File: src/rtl/irq_request_latch_pkg.sv
// Shared types and constants for the interrupt request latch front-end.
package irq_request_latch_pkg;

  localparam int IRQ_W    = 8;
  localparam int IRQ_ID_W = 3;

  typedef enum logic [0:0] {
    IDLE  = 1'b0,
    OFFER = 1'b1
  } irq_state_e;

  function automatic logic [IRQ_W-1:0] id_to_onehot(input logic [IRQ_ID_W-1:0] id);
    logic [IRQ_W-1:0] oh;
    oh     = {IRQ_W{1'b0}};
    oh[id] = 1'b1;
    return oh;
  endfunction

endpackage

File: src/rtl/irq_request_latch_prienc.sv
// 8-to-3 priority encoder: highest set index wins; all-zero input yields 0.
module priority_encoder_8_to_3 (
  input  logic [7:0] din,
  output logic [2:0] dout
);

  // Scan upwards so the last (highest) set bit determines the result.
  always_comb begin
    dout = 3'd0;
    for (int i = 0; i < 8; i++) begin
      if (din[i]) begin
        dout = i[2:0];
      end else begin
        dout = dout;
      end
    end
  end

endmodule

File: src/rtl/irq_request_latch.sv
// Synchronises eight request lines, latches events as pending and offers the
// highest enabled pending line over a valid/ready handshake.
module irq_request_latch
  import irq_request_latch_pkg::*;
#(
  parameter int SYNC_STAGES = 2,
  parameter bit EDGE_MODE   = 1'b1
) (
  input  logic                clk,
  input  logic                rst_n,
  input  logic [IRQ_W-1:0]    irq_in,
  input  logic [IRQ_W-1:0]    mask,
  input  logic                clr_all,
  input  logic                req_ready,
  output logic                req_valid,
  output logic [IRQ_ID_W-1:0] req_id,
  output logic [IRQ_W-1:0]    pending,
  output logic [IRQ_W-1:0]    overrun
);

  logic [IRQ_W-1:0]    sync_r [SYNC_STAGES];
  logic [IRQ_W-1:0]    sync_s;
  logic [IRQ_W-1:0]    sync_d_r;
  logic [IRQ_W-1:0]    evt_s;
  logic [IRQ_W-1:0]    ret_s;
  logic [IRQ_W-1:0]    masked_s;
  logic [IRQ_ID_W-1:0] enc_id_s;
  logic [IRQ_W-1:0]    pending_r, pending_d;
  logic [IRQ_W-1:0]    overrun_r, overrun_d;
  irq_state_e          state_r, state_d;
  logic                req_valid_r, req_valid_d;
  logic [IRQ_ID_W-1:0] req_id_r, req_id_d;

  for (genvar g = 0; g < SYNC_STAGES; g++) begin : g_sync
    // One synchroniser stage for all request lines.
    always_ff @(posedge clk or negedge rst_n) begin
      if (!rst_n) begin
        sync_r[g] <= {IRQ_W{1'b0}};
      end else if (g == 0) begin
        sync_r[g] <= irq_in;
      end else begin
        sync_r[g] <= sync_r[(g == 0) ? 0 : g-1];
      end
    end
  end

  assign sync_s = sync_r[SYNC_STAGES-1];

  // Edge-history register used for rising-edge detection.
  always_ff @(posedge clk or negedge rst_n) begin
    if (!rst_n) begin
      sync_d_r <= {IRQ_W{1'b0}};
    end else begin
      sync_d_r <= sync_s;
    end
  end

  // Event detection: rising edge or plain level depending on EDGE_MODE.
  always_comb begin
    if (EDGE_MODE) begin
      evt_s = sync_s & ~sync_d_r;
    end else begin
      evt_s = sync_s;
    end
  end

  assign masked_s = pending_r & mask;

  priority_encoder_8_to_3 u_prienc (
    .din  (masked_s),
    .dout (enc_id_s)
  );

  // Pending/overrun next state; a same-cycle event beats the retire of its bit.
  always_comb begin
    ret_s     = {IRQ_W{1'b0}};
    pending_d = pending_r;
    overrun_d = overrun_r;
    if (req_valid_r && req_ready) begin
      ret_s = id_to_onehot(req_id_r);
    end else begin
      ret_s = {IRQ_W{1'b0}};
    end
    if (clr_all) begin
      pending_d = {IRQ_W{1'b0}};
      overrun_d = {IRQ_W{1'b0}};
    end else begin
      pending_d = (pending_r & ~ret_s) | evt_s;
      overrun_d = overrun_r | (evt_s & pending_r & ~ret_s);
    end
  end

  // Offer FSM: the ID is frozen while offered; only accept or flush ends it.
  always_comb begin
    state_d     = state_r;
    req_valid_d = req_valid_r;
    req_id_d    = req_id_r;
    case (state_r)
      IDLE: begin
        if ((masked_s != {IRQ_W{1'b0}}) && !clr_all) begin
          state_d     = OFFER;
          req_valid_d = 1'b1;
          req_id_d    = enc_id_s;
        end else begin
          req_valid_d = 1'b0;
        end
      end
      OFFER: begin
        if (req_ready || clr_all) begin
          state_d     = IDLE;
          req_valid_d = 1'b0;
        end else begin
          req_valid_d = 1'b1;
        end
      end
      default: begin
        state_d     = IDLE;
        req_valid_d = 1'b0;
      end
    endcase
  end

  // State and output registers.
  always_ff @(posedge clk or negedge rst_n) begin
    if (!rst_n) begin
      state_r     <= IDLE;
      req_valid_r <= 1'b0;
      req_id_r    <= {IRQ_ID_W{1'b0}};
      pending_r   <= {IRQ_W{1'b0}};
      overrun_r   <= {IRQ_W{1'b0}};
    end else begin
      state_r     <= state_d;
      req_valid_r <= req_valid_d;
      req_id_r    <= req_id_d;
      pending_r   <= pending_d;
      overrun_r   <= overrun_d;
    end
  end

  assign req_valid = req_valid_r;
  assign req_id    = req_id_r;
  assign pending   = pending_r;
  assign overrun   = overrun_r;

endmodule

File: config.mk
export PLATFORM = sky130hd
export DESIGN_NAME = irq_request_latch
export DESIGN_NICKNAME = d
export VERILOG_FILES = /design/src/rtl/irq_request_latch_pkg.sv /design/src/rtl/irq_request_latch_prienc.sv /design/src/rtl/irq_request_latch.sv
export SDC_FILE = /design/constraint.sdc
export NUM_CORES = 1
export LEC_CHECK = 0
export CAP_MARGIN = 20
export CORE_MARGIN = 2
export CORE_UTILIZATION = 47
export DETAILED_ROUTE_END_ITERATION = 8
export GPL_TIMING_DRIVEN = 0
export PLACE_DENSITY = 0.77
export SYNTH_ARGS = -nofsm -noshare
export SYNTH_HDL_FRONTEND = slang
export SYNTH_HIERARCHICAL = 1
export SYNTH_SLANG_ARGS = --single-unit
File: constraint.sdc
create_clock -name clk -period 2.11 [get_ports clk]
set_input_delay 0.422 -clock clk [delete_from_list [all_inputs] [get_ports clk]]
set_output_delay 0.422 -clock clk [all_outputs]
set_load 0.02 [all_outputs]
=== Word level (Yosys, flattened, before mapping) ===
Index checks and enable logic that the tools add are counted.

* Logic and storage cells: 41
* Memory bits (read-only): 0
* Bits of input ports: 20
* Bits in latches: 0
* RAM bits: 0
* Memories kept: 0
* Output and inout port bits: 20
* Register bits after elaboration: 44

* Bitwise operators: 10
* Shift operators: 0
* Div/mod/pow operators: 0
* Add/subtract/negate cells: 0
* Magnitude comparators: 2
* Reductions and logical operators: 7
* $mul: 0
* Multiplexer cells: 15
* Equality and inequality tests: 0

{| class="wikitable"
|+ Operators by type and width
! kind !! number
|-
| AND 8 bit || 5
|-
| two-way mux 8 bit || 3
|-
| NOT 8 bit || 2
|-
| OR 8 bit || 2
|-
| two-way mux 3 bit || 4
|-
| nonzero test 8 bit || 1
|-
| less-than comparator 3 x 4 -> 1 bit, second input constant || 1
|-
| two-way mux 1 bit || 4
|-
| two-way mux 2 bit || 2
|-
| demux 1 bit (select 3 bit) || 1
|-
| greater-or-equal comparator 3 x 1 -> 1 bit, second input constant || 1
|-
| logical AND 1 bit || 3
|-
| case mux 1 bit (2 select lines) || 1
|-
| AND reduction 2 bit || 1
|-
| logical NOT 1 bit || 1
|-
| logical OR 1 bit || 1
|-
| NOT 1 bit || 1
|}

=== Depth between registers and ports, before layout ===
Gate-level depths: netlist (run 1).

* Depth after elaboration: 9
* Gate-level depth with buffers: 5

=== By module ===
Netlist (run 1), hierarchy kept.

{| class="wikitable"
|+ By module, submodules not included
! module !! times used !! area each (µm²) !! cells an instance !! sequential area each (µm²)
|-
| irq_request_latch || 1 || 1526.5 || 113 || 1101.1
|-
| priority_encoder_8_to_3 || 1 || 45.0 || 10 || 0.0
|}

=== Worst setup path after synthesis (run 1) ===
Ideal clock, no wire load.

* Path kind: register -> register
* Start point: register pending_r[6] (netlist: pending[6])
* End point: register req_id_r[0] (netlist: req_id[0])
* Library setup time: 128 ps
* Clock period less this slack: 1933 ps
* Cell stages (with the launch flop): 5
* Data required time: 1982 ps
* Data arrival time: 1805 ps
* Path buffers: 0
* Slack: 177 ps
* Cells stage by stage: dfrtp_1 and2_4 or4_4 o41ai_4 mux2_1

* Word-level cells in the longest chain between the ends: 4
* Elaborated cells between the ends (all ways): 6

{| class="wikitable"
|+ Ends and longest elaborated chain
! element !! RTL line !! source
|-
| from (decl) || irq_request_latch.sv:28 || <nowiki>logic [IRQ_W-1:0] pending_r, pending_d;</nowiki>
|-
| from (signal assigned) || irq_request_latch.sv:129 || <nowiki>pending_r <= {IRQ_W{1'b0}};</nowiki>
|-
| from (signal assigned) || irq_request_latch.sv:135 || <nowiki>pending_r <= pending_d;</nowiki>
|-
| AND 8 bit (*) || irq_request_latch.sv:67 || <nowiki>assign masked_s = pending_r & mask;</nowiki>
|-
| net masked_s[6] || irq_request_latch.sv:26 || <nowiki>logic [IRQ_W-1:0] masked_s;</nowiki>
|-
| nonzero test 8 bit || irq_request_latch.sv:100 || <nowiki>if ((masked_s != {IRQ_W{1'b0}}) && !clr_all) begin</nowiki>
|-
| logical AND 1 bit || irq_request_latch.sv:100 ||
|-
| AND reduction 2 bit (no line) || n/a ||
|-
| to (signal assigned) || irq_request_latch.sv:128 || <nowiki>req_id_r <= {IRQ_ID_W{1'b0}};</nowiki>
|-
| to (signal assigned) || irq_request_latch.sv:134 || <nowiki>req_id_r <= req_id_d;</nowiki>
|-
| to (decl) || irq_request_latch.sv:32 || <nowiki>logic [IRQ_ID_W-1:0] req_id_r, req_id_d;</nowiki>
|}

Mark *: on every way through the listed nets, which the timed path passes. The rest lies on a longest branch.
A chain may end at the register's enable or synchronous reset.

=== Worst setup path after layout (run 1) ===
* Start point: input port mask[6]
* End point: register req_id_r[0] (netlist: req_id[0])

* Word-level cells in the longest chain between the ends: 4
* Elaborated cells between the ends (all ways): 6

{| class="wikitable"
|+ Ends and longest elaborated chain
! element !! RTL line !! source
|-
| from (decl) || irq_request_latch.sv:12 || <nowiki>input logic [IRQ_W-1:0] mask,</nowiki>
|-
| AND 8 bit (*) || irq_request_latch.sv:67 ||
|-
| net masked_s[6] || irq_request_latch.sv:26 ||
|-
| nonzero test 8 bit || irq_request_latch.sv:100 ||
|-
| logical AND 1 bit || irq_request_latch.sv:100 ||
|-
| AND reduction 2 bit (no line) || n/a ||
|}

Marked as above.

==> results.tsv, run 1 <==
stage	metric	value	unit
status	status	complete, no violations	
logic_synthesis	Post-synth top flop	dfrtp_1	
clocking	Reg clk slew, reported paths	0.12	ns
floorplanning	die area	3820	µm²
placed_design	port buffer count	38	
worst_setup_path	WP data arrival	2.23	ns
worst_setup_path	critical path startpoint category	input port	
route	Iter 0 DRT Violations	111	
cells_and_area	number of diodes	0	
worst_setup_path	worst path bufs/invs	1	
flow_run	maxcap violations	0	
route	DR pass1 iterations	4	
logic_synthesis	post-synthesis sequential area ratio	0.701	
logic_synthesis	Yosys top cell by area	dfrtp_1	
timing	Final Skew	0.0134	ns
clocking	CTS tree	done	
worst_setup_path	cell with the biggest individual delay on the critical path	or4_4	
cells_and_area	area delta synth->final	31.5	%
logic_synthesis	ranking of synthesized cells by area	dfrtp_1, nor2_1, a21oi_1	
route	DR WL/cell	14.5	µm
clocking	Skew-Pair Late Insertion Delay	0.34	ns
cells_and_area	final core occ	0.661	
worst_setup_path	Worst Path Max Fanout	4	
grt	largest net degree at the start of global routing	45	
cells_and_area	area of the multi-input gates	437	µm²
grt	global-route wire length before repair	4.95	mm
clocking	# Post-CTS Setup Buffers	0	
placed_design	placed insts	205	
grt	vias in the first global route	1045	
clocking	htree depth	2	
grt	initial antenna violation count	0	
timing	Tightest Pin Transition	0.931	ns
placed_design	Final Wtd Congestion	0.880	
clocking	hold_buf cts	0	
logic_synthesis	Post-synth EDFFs	0	
cells_and_area	Net count, final	188	
logic_synthesis	Synthesis Warnings	6	
route	drt total wl	3.08	mm
route	via count	1110	
timing	Final Hold Fails	0	
power	VDD IR max	0.448	mV
cells_and_area	post-route insts no fill	212	
floorplanning	FP Rows	20	
cells_and_area	layout cells sized above 1	0.0893	
logic_synthesis	Synth Instances	123	
logic_synthesis	most common cell in the netlist	dfrtp_1	
route	vias per inst	5.24	
timing	final setup vio count	0	
clocking	PostCTS Resize Cnt	0	
logic_synthesis	Post-synth ARST share	1.00	
logic_synthesis	Syn Area/Cell	12.8	µm²
grt	aggregate global-route resource usage	0.188	
floorplanning	Core ar.	3130	µm²
min_path	hold crit path type	in -> async	
power	Pwr per Cell Area	826	nW/µm²
worst_setup_path	Req. time, crit path	2.34	ns
worst_setup_path	CP max stage delay	0.54	ns
timing	min cycle time layout	2.00	ns
cells_and_area	Reg area	1100	µm²
logic_synthesis	syn_nets	143	
route	post-route ant nets	0	
route	DR DRC count	0	
logic_synthesis	Synth Cell Area	1570	µm²
worst_setup_path	delay-heaviest family, CP	simple AND/OR/NAND/NOR gates	
floorplanning	io pins	40	
clocking	CTS Buf Count	5	
timing	max-slew violations	0	
placed_design	post-DP HPWL	2.21	mm
logic_synthesis	area share of the largest cell type after synthesis	0.701	
floorplanning	starting density of the core	0.502	
logic_synthesis	FF+latch count, synth	44	
clocking	clock root buffer	clkbuf_4	
grt	total grt overflow	0	
cells_and_area	Filler Cell Count	263	
floorplanning	Die Span Y	61.8	µm
worst_setup_path	kind of critical path	in -> reg	
timing	period utilization	0.948	
logic_synthesis	Synth top cells by count	dfrtp_1, nor2_1, a21oi_1, and2_1	
timing	Rel. slew slack	0.379	
logic_synthesis	distinct cell type count after synthesis	22	
worst_setup_path	CP cell instances	clkdlybuf4s50_1 > and2_4 > or4_4 > o41ai_4 > mux2_1	
timing	fmax	500	MHz
clocking	# clock sinks	44	
floorplanning	die width	61.8	µm
power	P_leak	0.911	nW
clocking	Max Root-Sink Buffers	2	
worst_setup_path	Critical Path Sink Type	flop	
timing	RSZ-0062 raised after global routing	no	
-- through the flow --
step                      hold WS [ns]  power [mW]  cell area (µm²)  setup TNS (ns)  worst slack, ns
final                            0.214        1.71             2070               0            0.110
after global routing             0.264        1.81             2070               0           0.0979
after CTS                        0.232        1.72             2070               0            0.131
after detailed placement         0.338        1.30             2000          -0.799           -0.244
after global placement           0.334        1.28             2010          -17.81           -0.391
after floorplan                  0.126        1.13             1570               0            0.177
-- worst paths after layout --
kind,slack [ns],depth (start not counted),to,startpoint
min in group clk,0.36,0,sync_s[5],sync_r[13]
max in group asynchronous,1.32,1,overrun[7],rst_n
hold / removal,0.21,1,sync_r[11],rst_n
setup / recovery,0.11,5,req_id[0],mask[6]
hold reg to reg,0.36,0,sync_s[5],sync_r[13]
setup reg to reg,0.16,4,req_id[0],pending[6]
-- layout make-up --
| class | instances | share of cell area |
|---|---|---|
| Buffer | 2 | 0.00363 |
| Clock buffer | 7 | 0.0315 |
| Inverter | 7 | 0.0127 |
| Multi-Input combinational cell | 70 | 0.211 |
| Sequential cell | 44 | 0.533 |
| Tap cell | 44 | 0.0266 |
| Timing Repair Buffer | 38 | 0.182 |
-- report_power, final --
| group | leakage (nW) | switching, mW | internal (mW) | total [mW] |
|---|---|---|---|---|
| clock | 0.0374 | 0.238 | 0.189 | 0.427 |
| sequential | 0.545 | 0.0574 | 0.906 | 0.964 |
| combinational | 0.329 | 0.158 | 0.157 | 0.316 |
-- cells in the final DEF (no fill, tap or decap), types with 5 or more instances in the layout --
| master | n |
|---|---|
| a21oi_1 | 10 |
| and2_1 | 7 |
| dfrtp_1 | 44 |
| o21ai_0 | 5 |
| inv_1 | 6 |
| clkbuf_4 | 5 |
| nor2_1 | 16 |
| nand2b_1 | 6 |
| clkdlybuf4s50_1 | 37 |
| a31oi_1 | 5 |
-- cells by family after synthesis --
logic type | after synthesis | synth area share
buf+inv | 9 | 0.0215
flops | 44 | 0.701
mux | 3 | 0.0215
compound gates | 30 | 0.135
simple gates | 37 | 0.122
-- flip-flops by register name, summed over array words and instances, names as in the netlist --
register / flops
req_id: 3
overrun: 8
sync_r: 8
sync_d_r: 8
state_r: 1
sync_s: 8
pending: 8
-- per-layer routing --
metal / GRT usage / wire length (µm) / share of wire / up-vias
met5: 0 / 0 / 0 / -
met1: 0.256 / 1270 / 0.41 / 542
met2: 0.272 / 1500 / 0.49 / 55
met3: 0.0704 / 254 / 0.083 / 6
li1: - / - / - / 507
met4: 0.0821 / 47 / 0.015 / 0
-- worst reg2reg max path, cell delays in order, from the launching register on --
cell     delay, ns
dfrtp_1       0.43
and2_4        0.19
or4_4         0.54
o41ai_4       0.32
mux2_1        0.36
Note: power is estimated with default switching activity, not from simulation.
==> run 2: changes to the inputs <==
--- a/config.mk
+++ b/config.mk
@@ -10,7 +10,7 @@
 export CORE_UTILIZATION = 47
 export DETAILED_ROUTE_END_ITERATION = 8
 export GPL_TIMING_DRIVEN = 0
-export PLACE_DENSITY = 0.77
+export PLACE_DENSITY = 0.83
 export SYNTH_ARGS = -nofsm -noshare
 export SYNTH_HDL_FRONTEND = slang
 export SYNTH_HIERARCHICAL = 1
==> run 2 against run 1 <==
Against the previous run:
- first-iteration DRC count fell by 61%
- critical path depth did not move
- sequential power about the same
- combinational power shrank 1%
- critical endpoint unchanged
- largest cell class unchanged
==> results.tsv, run 2 (synthesis results as in run 1) <==
stage	metric	value	unit	change
worst_setup_path	delay-heaviest family, CP	simple AND/OR/NAND/NOR gates		
floorplanning	starting density of the core	0.502		unchanged
timing	Fin Hold WS	0.201	ns	-0.0138 ns
floorplanning	Die Span Y	61.8	µm	unchanged
grt	initial antenna violation count	0		unchanged
power	Pwr per Cell Area	879	nW/µm²	+6.4%
status	status	complete, no violations		
placed_design	placed inst area	2000	µm²	unchanged
worst_setup_path	CP max stage delay	0.55	ns	about the same
worst_setup_path	crit path capture	req_id[0]		
route	WL met3	134	µm	-47%
worst_setup_path	critical path startpoint category	input port		
cells_and_area	post-route insts no fill	213		+0.47%
timing	Rel. slew slack	0.383		+0.00410
clocking	CTS Buf Count	5		unchanged
clocking	PostCTS Resize Cnt	0		unchanged
clocking	Skew-Pair Late Insertion Delay	0.35	ns	about the same
route	Metal-1 WL	1.25	mm	-1.7%
clocking	htree depth	2		unchanged
timing	Final Skew	0.00514	ns	-0.00823 ns
grt	aggregate global-route resource usage	0.174		-0.0137
timing	max-slew violations	0		unchanged
placed_design	post-DP HPWL	2.16	mm	-2.4%
route	Iter 0 DRT Violations	43		-61%
worst_setup_path	WP data arrival	2.23	ns	about the same
power	VDD IR max	0.504	mV	+12%
grt	global-route wire length before repair	4.61	mm	-6.8%
flow_run	maxcap violations	0		unchanged
cells_and_area	number of diodes	0		unchanged
worst_setup_path	Reg2Reg Capture Point	req_id[0]		
route	vias per inst	4.89		-6.6%
cells_and_area	Design Area, Final	2100	µm²	+1.5%
timing	period utilization	0.942		-0.00593
floorplanning	io pins	40		unchanged
placed_design	dpl ws	-0.254	ns	-0.00980 ns
timing	fin worst setup slack	0.122	ns	+0.0125 ns
cells_and_area	layout cells sized above 1	0.0947		+0.00539
worst_setup_path	Reg2Reg Setup Slack	0.15	ns	about the same
worst_setup_path	CP cell instances	clkdlybuf4s50_1 > and2_4 > or4_4 > o41ai_4 > mux2_1		
worst_setup_path	cell with the biggest individual delay on the critical path	or4_4		
cells_and_area	final core occ	0.670		+0.00960
clocking	hold_buf cts	0		unchanged
clocking	CTS tree	done		
clocking	clock root buffer	clkbuf_4		
timing	Final Hold Fails	0		unchanged
grt	largest net degree at the start of global routing	45		unchanged
worst_setup_path	Crit path depth	5		unchanged
timing	RSZ-0062 raised after global routing	no		
route	DR DRC count	0		unchanged
power	Tot Pwr	1.84	mW	+8.0%
floorplanning	die area	3820	µm²	unchanged
cells_and_area	Net count, final	188		unchanged
worst_setup_path	CP startpoint	mask[6]		
floorplanning	die width	61.8	µm	unchanged
timing	Tightest Pin Transition	0.925	ns	-0.00614 ns
timing	final setup vio count	0		unchanged
placed_design	Final Wtd Congestion	0.841		-4.4%
grt	vias in the first global route	1053		+0.77%
placed_design	placed insts	205		unchanged
timing	fmax	503	MHz	+0.63%
floorplanning	Core ar.	3130	µm²	unchanged
worst_setup_path	Req. time, crit path	2.35	ns	about the same
cells_and_area	commonest cells after routing, fill and taps aside	dfrtp_1, clkdlybuf4s50_1, nor2_1, a21oi_1, and2_1		
worst_setup_path	Critical Path Sink Type	flop		
clocking	# Post-CTS Setup Buffers	0		unchanged
placed_design	port buffer count	38		unchanged
route	via count	1042		-6.1%
route	drt total wl	2.94	mm	-4.5%
power	P_leak	0.925	nW	+1.6%
clocking	Reg clk slew, reported paths	0.12	ns	about the same
route	DR WL/cell	13.8	µm	-4.9%
worst_setup_path	worst path bufs/invs	1		unchanged
floorplanning	FP Rows	20		unchanged
cells_and_area	commonest non-fill, non-tap cell in the layout	dfrtp_1		
cells_and_area	area delta synth->final	33.4	%	
grt	total grt overflow	0		unchanged
clocking	Max Root-Sink Buffers	2		unchanged
worst_setup_path	Worst Path Max Fanout	4		unchanged
route	DR pass1 iterations	4		unchanged
worst_setup_path	RR Startpoint	pending[6]		
route	wire length on met2	1.49	mm	-0.73%
min_path	hold crit path type	in -> async		
route	max layer used	met4		
clocking	# clock sinks	44		unchanged
timing	setup_tns	0	ns	unchanged
route	post-route ant nets	0		unchanged
timing	min cycle time layout	1.99	ns	-0.0125 ns
worst_setup_path	kind of critical path	in -> reg		
worst_setup_path	reg2reg path depth	4		unchanged
[run 2: changes by cell type in the layout (fill, tap and decap cells not counted), sizes merged]
cell | before | now
bufinv | 0 | 1
[run 2: layout make-up]
type / count / area, µm²
repair buffers: 38 / 375
flip-flops and latches: 44 / 1100
plain buffers: 2 / 7.51
clock inverters: 1 / 30.0
fillers: 246 / 1030
inverters: 7 / 26.3
clock buffers: 7 / 65.1
multi-input cells: 70 / 437
well taps: 44 / 55.1
[run 2: where the power goes]
| part | switching [mW] | internal [mW] | leakage (nW) |
|---|---|---|---|
| Clock | 0.251 | 0.315 | 0.0515 |
| Combinational | 0.154 | 0.157 | 0.329 |
| Sequential | 0.0589 | 0.906 | 0.545 |
| Total | 0.464 | 1.38 | 0.925 |
[run 2: how the worst min path moves through the flow]
stage / startpoint / to / slack [ns] / cells past startpoint
3_3_place_gp: sync_r[11] / sync_s[3] / 0.33 / 0
2_1_floorplan: rst_n / overrun[0] / 0.13 / 0
5_1_grt: rst_n / sync_s[0] / 0.25 / 1
6_report: rst_n / sync_s[1] / 0.20 / 1
4_1_cts: rst_n / sync_s[1] / 0.21 / 1
3_5_place_dp: sync_r[8] / sync_s[0] / 0.33 / 0
[run 2: worst register-to-register path, delay by kind of cell (launching register included)]
family / cells / cell delay [ns]
muxes: 1 / 0.37
DFF: 1 / 0.43
AOI/OAI and AO/OA: 1 / 0.34
and+or+nand+nor: 2 / 0.74
[run 2: per-layer routing]
metal | vias up | GRT usage
met3 | 5 | 0.0621
li1 | 509 | -
met2 | 31 | 0.289
met1 | 497 | 0.201
met4 | 0 | 0.0851
met5 | - | 0
==> run 3: changes to the inputs <==
--- a/config.mk
+++ b/config.mk
@@ -7,10 +7,11 @@
 export LEC_CHECK = 0
 export CAP_MARGIN = 20
 export CORE_MARGIN = 2
-export CORE_UTILIZATION = 47
+export CORE_UTILIZATION = 50
 export DETAILED_ROUTE_END_ITERATION = 8
+export DONT_BUFFER_PORTS = 1
 export GPL_TIMING_DRIVEN = 0
-export PLACE_DENSITY = 0.83
+export PLACE_DENSITY = 0.71
 export SYNTH_ARGS = -nofsm -noshare
 export SYNTH_HDL_FRONTEND = slang
 export SYNTH_HIERARCHICAL = 1
==> run 3 against run 2 <==
Against the previous run:
- combinational power decreased by 52%
- sequential share of layout area rose by 12 points
- routed wire length decreased by 6.2%
- sequential power up 6%
- register-to-register slack got worse by 0.05 ns
- setup slack lost 0.024 ns
- largest cell class unchanged
==> results.tsv, run 3 (synthesis results as in run 1) <==
stage	metric	value	unit	change
status	status	complete, no violations		
cells_and_area	commonest cells after routing, fill and taps aside	dfrtp_1, nor2_1, a21oi_1, and2_1		
worst_setup_path	critical path startpoint category	flop		
power	Pwr per Cell Area	898	nW/µm²	+2.3%
timing	Final Skew	0.00836	ns	+0.00322 ns
route	Iter 0 DRT Violations	47		+9.3%
route	DR WL/cell	15.7	µm	+14%
clocking	# clock sinks	44		unchanged
worst_setup_path	Req. time, crit path	2.34	ns	about the same
placed_design	port buffer count	0		-100%
cells_and_area	final core occ	0.563		-0.107
timing	Tightest Pin Transition	0.464	ns	-0.461 ns
cells_and_area	Reg area	1100	µm²	+0.23%
cells_and_area	area delta synth->final	8.52	%	
timing	RSZ-0062 raised after global routing	no		
route	post-route ant nets	0		unchanged
timing	Final Hold Fails	0		unchanged
cells_and_area	Design Area, Final	1710	µm²	-19%
grt	initial antenna violation count	0		unchanged
worst_setup_path	kind of critical path	reg -> reg		
clocking	# Post-CTS Setup Buffers	0		unchanged
worst_setup_path	CP startpoint	pending[4]		
worst_setup_path	Critical Path Sink Type	flop		
route	DR pass1 iterations	5		+1
clocking	CTS tree	done		
cells_and_area	commonest non-fill, non-tap cell in the layout	dfrtp_1		
min_path	hold crit path type	in -> reg		
grt	vias in the first global route	1008		-4.3%
cells_and_area	Filler Cell Count	264		+7.3%
floorplanning	die area	3610	µm²	-5.6%
timing	setup_tns	0	ns	unchanged
route	DR DRC count	0		unchanged
clocking	Max Root-Sink Buffers	2		unchanged
route	vias per inst	5.27		+7.8%
clocking	htree depth	2		unchanged
worst_setup_path	Reg2Reg Setup Slack	0.1	ns	-0.05 ns
grt	aggregate global-route resource usage	0.179		+0.00467
worst_setup_path	RR Startpoint	pending[4]		
grt	global-route wire length before repair	4.53	mm	-1.8%
floorplanning	die width	60.1	µm	-2.9%
timing	max-slew violations	0		unchanged
cells_and_area	number of diodes	0		unchanged
power	Tot Pwr	1.53	mW	-17%
worst_setup_path	WP data arrival	2.25	ns	+0.02 ns
floorplanning	FP Rows	20		unchanged
grt	largest net degree at the start of global routing	45		unchanged
grt	total grt overflow	0		unchanged
timing	fmax	497	MHz	-1.2%
flow_run	maxcap violations	0		unchanged
route	via count	928		-11%
cells_and_area	area of the multi-input gates	437	µm²	unchanged
cells_and_area	Net count, final	152		-19%
route	drt total wl	2.76	mm	-6.2%
floorplanning	Die Span Y	60.1	µm	-2.9%
min_path	worst hold path startpoint	irq_in[2]		
clocking	Reg clk slew, reported paths	0.11	ns	about the same
cells_and_area	layout cells sized above 1	0.121		+0.0265
power	VDD IR max	0.477	mV	-5.3%
placed_design	placed inst area	1630	µm²	-19%
timing	Rel. slew slack	0.691		+0.307
clocking	clock root buffer	clkbuf_4		
floorplanning	starting density of the core	0.519		+0.0166
timing	min cycle time layout	2.01	ns	+0.0238 ns
power	P_leak	0.771	nW	-17%
timing	period utilization	0.953		+0.0113
worst_setup_path	Worst Path Max Fanout	4		unchanged
floorplanning	io pins	40		unchanged
floorplanning	Core ar.	3030	µm²	-3.2%
placed_design	Final Wtd Congestion	0.934		+11%
clocking	CTS Buf Count	5		unchanged
placed_design	post-DP HPWL	1.94	mm	-10%
clocking	Skew-Pair Late Insertion Delay	0.34	ns	about the same
timing	final setup vio count	0		unchanged
-- run 3: worst paths after layout --
check | end | depth (start not counted)
setup / recovery | req_id[2] | 4
hold / removal | sync_r[10] | 0
setup reg to reg | req_id[2] | 4
hold reg to reg | sync_s[6] | 0
max in group asynchronous | pending[7] | 2
min in group asynchronous | pending[1] | 2
-- run 3: stage by stage --
stage | std cells | setup slack (ns) | hold WS, ns
final | 176 | 0.0987 | 0.0955
after global routing | 176 | 0.0214 | 0.0686
after CTS | 176 | 0.0544 | 0.0805
after detailed placement | 167 | 0.0762 | 0.127
after global placement | 167 | 0.105 | 0.127
after floorplan | 123 | 0.177 | 0.126
-- run 3: where the power goes --
part | internal, mW | switching, mW | total, mW
Sequential | 0.906 | 0.117 | 1.02
Clock | 0.123 | 0.237 | 0.360
Combinational | 0.0673 | 0.0824 | 0.150
-- run 3: layout make-up --
| class | count | share of cell area |
|---|---|---|
| clock inverters | 1 | 0.00293 |
| plain buffers | 2 | 0.00440 |
| repair buffers | 2 | 0.0176 |
| flip-flops and latches | 44 | 0.647 |
| inverters | 7 | 0.0154 |
| multi-input cells | 70 | 0.256 |
| clock buffers | 6 | 0.0242 |
| well taps | 44 | 0.0323 |
-- run 3: repair_timing --
item	4_1_cts	5_1_grt
endpoints found under the setup margin	0	3
hold endpoints to repair	44	0
gates resized for setup	0	2
hold buffers	2	0
-- run 3: worst max-delay path, cell delays in order, from the launching register on --
cell and delay (ns):
dfrtp_1 0.49, and2_1 0.24, or4_4 0.50, o41ai_4 0.32, mux2_1 0.36
-- run 3: metal layers --
metal	track usage	routed length, µm
met5	0	0
met4	0.0857	41
met3	0.0563	173
met2	0.293	1410
met1	0.213	1130
